`src/rtl/reg_read_bank_if.sv`:
```
// Signal bundle between the write-enable decoder / issue logic and the register read bank.
// The slave side is the bank itself.
interface reg_read_bank_if #(
  parameter int unsigned DATA_WIDTH = 8
);
  logic                  reg0_en;
  logic                  reg1_en;
  logic                  reg2_en;
  logic                  reg3_en;
  logic [DATA_WIDTH-1:0] wr_data;
  logic                  rd_valid;
  logic                  rd_ready;
  logic [1:0]            rs;
  logic [1:0]            rt;
  logic                  op_valid;
  logic                  op_ready;
  logic [DATA_WIDTH-1:0] op_a;
  logic [DATA_WIDTH-1:0] op_b;
  logic                  en_err;

  modport master (
    output reg0_en, reg1_en, reg2_en, reg3_en, wr_data,
    output rd_valid, rs, rt, op_ready,
    input  rd_ready, op_valid, op_a, op_b, en_err
  );

  modport slave (
    input  reg0_en, reg1_en, reg2_en, reg3_en, wr_data,
    input  rd_valid, rs, rt, op_ready,
    output rd_ready, op_valid, op_a, op_b, en_err
  );
endinterface

```
`src/rtl/reg_read_bank.sv`:
```
// Four-entry register bank with one-hot writes, write-to-read forwarding and a
// one-entry valid/ready operand buffer; multi-hot enables raise a sticky fault.
module reg_read_bank #(
  parameter int unsigned DATA_WIDTH = 8
) (
  input logic            clk,
  input logic            rst_n,
  reg_read_bank_if.slave bus
);

  logic [3:0]            wr_en;
  logic                  wr_single;
  logic                  wr_multi;
  logic [DATA_WIDTH-1:0] regs_q [4];
  logic [DATA_WIDTH-1:0] regs_d [4];
  logic [DATA_WIDTH-1:0] fwd    [4];
  logic                  op_valid_q, op_valid_d;
  logic [DATA_WIDTH-1:0] op_a_q, op_a_d;
  logic [DATA_WIDTH-1:0] op_b_q, op_b_d;
  logic                  en_err_q, en_err_d;
  logic                  rd_ready;
  logic                  rd_accept;

  assign wr_en     = {bus.reg3_en, bus.reg2_en, bus.reg1_en, bus.reg0_en};
  // Clearing the lowest set bit leaves something only if two or more bits were set.
  assign wr_multi  = (wr_en & (wr_en - 4'd1)) != 4'd0;
  assign wr_single = (wr_en != 4'd0) && !wr_multi;

  assign rd_ready  = rst_n && (!op_valid_q || bus.op_ready);
  assign rd_accept = bus.rd_valid && rd_ready;

  always_comb begin
    for (int i = 0; i < 4; i++) begin
      if (wr_single && wr_en[i]) begin
        regs_d[i] = bus.wr_data;
        fwd[i]    = bus.wr_data;
      end else begin
        regs_d[i] = regs_q[i];
        fwd[i]    = regs_q[i];
      end
    end
  end

  always_comb begin
    op_valid_d = op_valid_q;
    op_a_d     = op_a_q;
    op_b_d     = op_b_q;
    en_err_d   = en_err_q | wr_multi;
    if (rd_accept) begin
      op_valid_d = 1'b1;
      op_a_d     = fwd[bus.rs];
      op_b_d     = fwd[bus.rt];
    end else if (op_valid_q && bus.op_ready) begin
      op_valid_d = 1'b0;
    end
  end

  always_ff @(posedge clk) begin
    if (!rst_n) begin
      for (int i = 0; i < 4; i++) begin
        regs_q[i] <= '0;
      end
      op_valid_q <= 1'b0;
      op_a_q     <= '0;
      op_b_q     <= '0;
      en_err_q   <= 1'b0;
    end else begin
      for (int i = 0; i < 4; i++) begin
        regs_q[i] <= regs_d[i];
      end
      op_valid_q <= op_valid_d;
      op_a_q     <= op_a_d;
      op_b_q     <= op_b_d;
      en_err_q   <= en_err_d;
    end
  end

  assign bus.rd_ready = rd_ready;
  assign bus.op_valid = op_valid_q;
  assign bus.op_a     = op_a_q;
  assign bus.op_b     = op_b_q;
  assign bus.en_err   = en_err_q;

endmodule

```
`src/flat_wrapper.sv`:
```
// flat-port wrapper written by rule: the top's interface ports become plain ports
module reg_read_bank_flat 
#(
  parameter int unsigned DATA_WIDTH = 8
)
  (clk, rst_n, bus_reg0_en, bus_reg1_en, bus_reg2_en, bus_reg3_en, bus_wr_data, bus_rd_valid, bus_rs, bus_rt, bus_op_ready, bus_rd_ready, bus_op_valid, bus_op_a, bus_op_b, bus_en_err);
  reg_read_bank_if #(.DATA_WIDTH(DATA_WIDTH)) bus_i ();
  input logic clk;
  input logic rst_n;
  input wire logic [$bits(bus_i.reg0_en)-1:0] bus_reg0_en;
  input wire logic [$bits(bus_i.reg1_en)-1:0] bus_reg1_en;
  input wire logic [$bits(bus_i.reg2_en)-1:0] bus_reg2_en;
  input wire logic [$bits(bus_i.reg3_en)-1:0] bus_reg3_en;
  input wire logic [$bits(bus_i.wr_data)-1:0] bus_wr_data;
  input wire logic [$bits(bus_i.rd_valid)-1:0] bus_rd_valid;
  input wire logic [$bits(bus_i.rs)-1:0] bus_rs;
  input wire logic [$bits(bus_i.rt)-1:0] bus_rt;
  input wire logic [$bits(bus_i.op_ready)-1:0] bus_op_ready;
  output wire logic [$bits(bus_i.rd_ready)-1:0] bus_rd_ready;
  output wire logic [$bits(bus_i.op_valid)-1:0] bus_op_valid;
  output wire logic [$bits(bus_i.op_a)-1:0] bus_op_a;
  output wire logic [$bits(bus_i.op_b)-1:0] bus_op_b;
  output wire logic [$bits(bus_i.en_err)-1:0] bus_en_err;
  assign bus_i.reg0_en = bus_reg0_en;
  assign bus_i.reg1_en = bus_reg1_en;
  assign bus_i.reg2_en = bus_reg2_en;
  assign bus_i.reg3_en = bus_reg3_en;
  assign bus_i.wr_data = bus_wr_data;
  assign bus_i.rd_valid = bus_rd_valid;
  assign bus_i.rs = bus_rs;
  assign bus_i.rt = bus_rt;
  assign bus_i.op_ready = bus_op_ready;
  assign bus_rd_ready = bus_i.rd_ready;
  assign bus_op_valid = bus_i.op_valid;
  assign bus_op_a = bus_i.op_a;
  assign bus_op_b = bus_i.op_b;
  assign bus_en_err = bus_i.en_err;
  reg_read_bank #(.DATA_WIDTH(DATA_WIDTH)) u_core (.clk(clk), .rst_n(rst_n), .bus(bus_i));
endmodule
```
`config.mk`:
```
export PLATFORM = sky130hd
export DESIGN_NAME = reg_read_bank_flat
export DESIGN_NICKNAME = d
export VERILOG_FILES = /design/src/rtl/reg_read_bank_if.sv /design/src/rtl/reg_read_bank.sv /design/src/flat_wrapper.sv
export SDC_FILE = /design/constraint.sdc
export NUM_CORES = 1
export LEC_CHECK = 0
export CELL_PAD_IN_SITES_DETAIL_PLACEMENT = 0
export CELL_PAD_IN_SITES_GLOBAL_PLACEMENT = 2
export CORE_MARGIN = 2
export CORE_UTILIZATION = 33
export DETAILED_ROUTE_END_ITERATION = 8
export HOLD_SLACK_MARGIN = 0.15
export PLACE_DENSITY_LB_ADDON = 0.1
export SLEW_MARGIN = 20
export SYNTH_ARGS = -nofsm -noshare
export SYNTH_HDL_FRONTEND = slang
export SYNTH_SLANG_ARGS = --single-unit
```
`constraint.sdc`:
```
create_clock -name clk -period 2.4 [get_ports clk]
set_clock_uncertainty 0.2 [all_clocks]
set_input_delay 0.24 -clock clk [delete_from_list [all_inputs] [get_ports clk]]
set_output_delay 0.24 -clock clk [all_outputs]
set_load 0.02 [all_outputs]
```
==> impl_metrics.yaml <==
final_layout:
  final_util: 0.470
  syn_to_final_growth_pct: 37.7
  drive_above_1_share: 0.185
  final_nets: 333
  num_antenna_cells: 0
floorplan:
  die_w_um: 87.8
  die_h_um: 87.8
  pin_count: 39
  die-area_um2: 7710
  rows: 30
  coreArea_um2: 6790
  initial_core_util: 0.341
route:
  drtIter0Drc: 95
  via_per_inst: 5.20
  final_antenna_net_count: 0
  num_vias: 2131
  wl_per_cell_um: 17.1
  drc: 0
  dr.pass1.iters: 5
  finalWirelength_um: 7020
global_routing:
  grt_pass1_vias: 2082
  grt_pass1_wl_um: 11300
  grtUsageTotal: 0.194
  gr-total-overflow: 0
  antenna_found_initial: 0
  grt_max_degree: 35
yosys:
  seq_area_frac_synth: 0.432
  synth_edf_count: 0
  synthCells: 239
  synthArstFlopShare: 0
  yosysUniqueCellTypes: 36
  syn-num-nets: 259
  synth.avg_cell_area_um2: 9.70
  ys_seq_elements: 50
  yosysWarnings: 0
  synth_area_um2: 2320
  synth_ff_type: "dfxtp_1"
sta:
  fmax_mhz: 450
  setup_viol: 0
  slew_headroom: 0.567
  worstMarginPinSlew_ps: 647
  fin_crit_ps: 2220
  hold_viol_final: 0
  maxSlewViolCount: 0
  grt_setup_unrepaired: "false"
  setup_tns_ps: 0
  period_share: 0.926
power_and_ir_drop:
  leakage_nw: 1.26
  max-vdd-ir-drop_mv: 0.282
  powerDensity_nw_per_um2: 525
clock_network:
  clock_path_buffers: 2
  clock_sinks: 50
  cts_hold_buf: 0
  ctsRootBufferMaster: "clkbuf_8"
  h-tree-depth: 2
  clk_latency_ps: 300
  path_clk_slew_ps: 90
  cts_inserted_buffers: 5
  tritoncts: "yes"
setup_path:
  crit_type: "in -> reg"
  critPathMaxFanout: 7
  critPathLaunchType: "input pin"
  cp_data_required_time_ps: 2390
  endpoint_kind: "register"
  worstPathArrival_ps: 2210
outcome:
  status: "complete, no violations"
placed_design:
  place_hpwl_um: 4600
  port_buffers: 38
  gp_congestion: 0.805
job:
  max_cap_violations: 0
worst_hold_path:
  holdCritPathClass: "reg -> reg"
-- where the power goes --
part / leakage [nW] / internal [W] / switching (W) / total, W
combinational: 0.803 / 0.000128 / 0.000134 / 0.000262
sequential: 0.405 / 0.000852 / 0.0000104 / 0.000862
clock: 0.0544 / 0.000265 / 0.000288 / 0.000553
total: 1.26 / 0.00124 / 0.000433 / 0.00168
-- stage by stage --
| step | cells | total power [W] | hold WS (ps) | setup slack [ps] | area, um^2 |
|---|---|---|---|---|---|
| final | 410 | 0.00168 | 254 | 178 | 3190 |
| after global routing | 410 | 0.00174 | 270 | 54.3 | 3190 |
| after CTS | 410 | 0.00169 | 258 | 119 | 3180 |
| after detailed placement | 402 | 0.00114 | 244 | -197 | 3080 |
| after global placement | 402 | 0.00114 | 238 | -238 | 3080 |
| after floorplan | 239 | 0.00100 | 161 | 394 | 2320 |
-- sequential cells by signal, indices dropped and copies added (netlist names) --
| name | cells |
|---|---|
| u_core.regs_q | 32 |
| u_core.bus.op_a | 8 |
| u_core.bus.op_b | 8 |
| u_core.bus.en_err | 1 |
| u_core.bus.op_valid | 1 |
-- layout by cell type (no fill, tap or decap), types with 2 or more instances in the layout --
cell type / instances
nor4b_2: 2
nand4_1: 2
nor4b_1: 3
o211ai_1: 8
clkbuf_8: 7
dfxtp_1: 50
clkdlybuf4s50_1: 38
o21ai_0: 2
nor3b_1: 2
nor2_1: 41
a221o_1: 7
mux2i_1: 37
nand2b_1: 9
nand3b_1: 9
a2bb2oi_1: 8
a21oi_1: 4
buf_4: 45
o22ai_1: 8
o311ai_0: 7
nand2_1: 5
nor3_1: 3
-- per-layer routing --
metal / routed length, um / vias to the layer above / global-route usage
met2: 3180 / 39 / 0.314
met4: 76 / 0 / 0.0462
met5: 0 / - / 0
met1: 3520 / 1049 / 0.268
li1: - / 1037 / -
met3: 248 / 6 / 0.0349
-- cell type report --
type,count,area [um^2]
repair buffers,83,718
well taps,96,120
multi-input cells,171,1240
clock inverters,1,8.76
flip-flops and latches,50,1000
inverters,2,7.51
fillers,671,3600
clock buffers,7,96.3
-- path summary, 6_finish.rpt --
| kind | from | to | slack [ps] | cells after the start |
|---|---|---|---|---|
| max | bus_reg0_en | u_core.bus.op_a[6]$_SDFFE_PN0P_ | 180 | 7 |
| min | u_core.bus.en_err$_SDFF_PN0_ | u_core.bus.en_err$_SDFF_PN0_ | 250 | 2 |
| max reg2reg | u_core.bus.op_valid$_SDFFE_PN0P_ | u_core.bus.op_b[6]$_SDFFE_PN0P_ | 730 | 4 |
| min reg2reg | u_core.bus.en_err$_SDFF_PN0_ | u_core.bus.en_err$_SDFF_PN0_ | 250 | 2 |
-- what timing repair did --
action	4_1_cts	5_1_grt
setup buffers	0	0
endpoints found under the hold margin	0	0
setup endpoints to repair	0	4
gates resized for setup	0	1
-- kinds of logic after synthesis --
| logic type | count (synthesis) | share of synthesized area |
|---|---|---|
| buf+inv | 18 | 0.0421 |
| simple gates | 85 | 0.201 |
| mux | 37 | 0.160 |
| fa+ha+maj | 1 | 0.00432 |
| compound gates | 48 | 0.160 |
| flops | 50 | 0.432 |
-- synthesized netlist by cell type, drive strengths merged, types with 2 or more instances --
| cell | n | area [um^2] |
|---|---|---|
| a21oi | 4 | 20.0 |
| nor3 | 3 | 15.0 |
| clkbuf | 7 | 26.3 |
| buf | 9 | 63.8 |
| or4b | 2 | 23.8 |
| nor3b | 2 | 15.0 |
| nand2 | 5 | 18.8 |
| mux2i | 37 | 370 |
| o311ai | 7 | 61.3 |
| o211ai | 8 | 60.1 |
| nor2 | 41 | 154 |
| dfxtp | 50 | 1000 |
| nand4 | 2 | 12.5 |
| nand3b | 9 | 67.6 |
| a2bb2oi | 8 | 70.1 |
| nor4b | 6 | 58.8 |
| o22ai | 8 | 50.1 |
| o21ai | 3 | 15.0 |
| a221o | 7 | 70.1 |
| nand2b | 9 | 56.3 |
-- worst max-delay path, stage by stage --
cell             delay [ps]
clkdlybuf4s50_1         520
buf_4                   220
nor4b_4                 340
buf_4                   240
mux2i_1                 250
o22ai_1                 120
a211o_1                 280
Note: power is estimated with default switching activity, not from simulation.
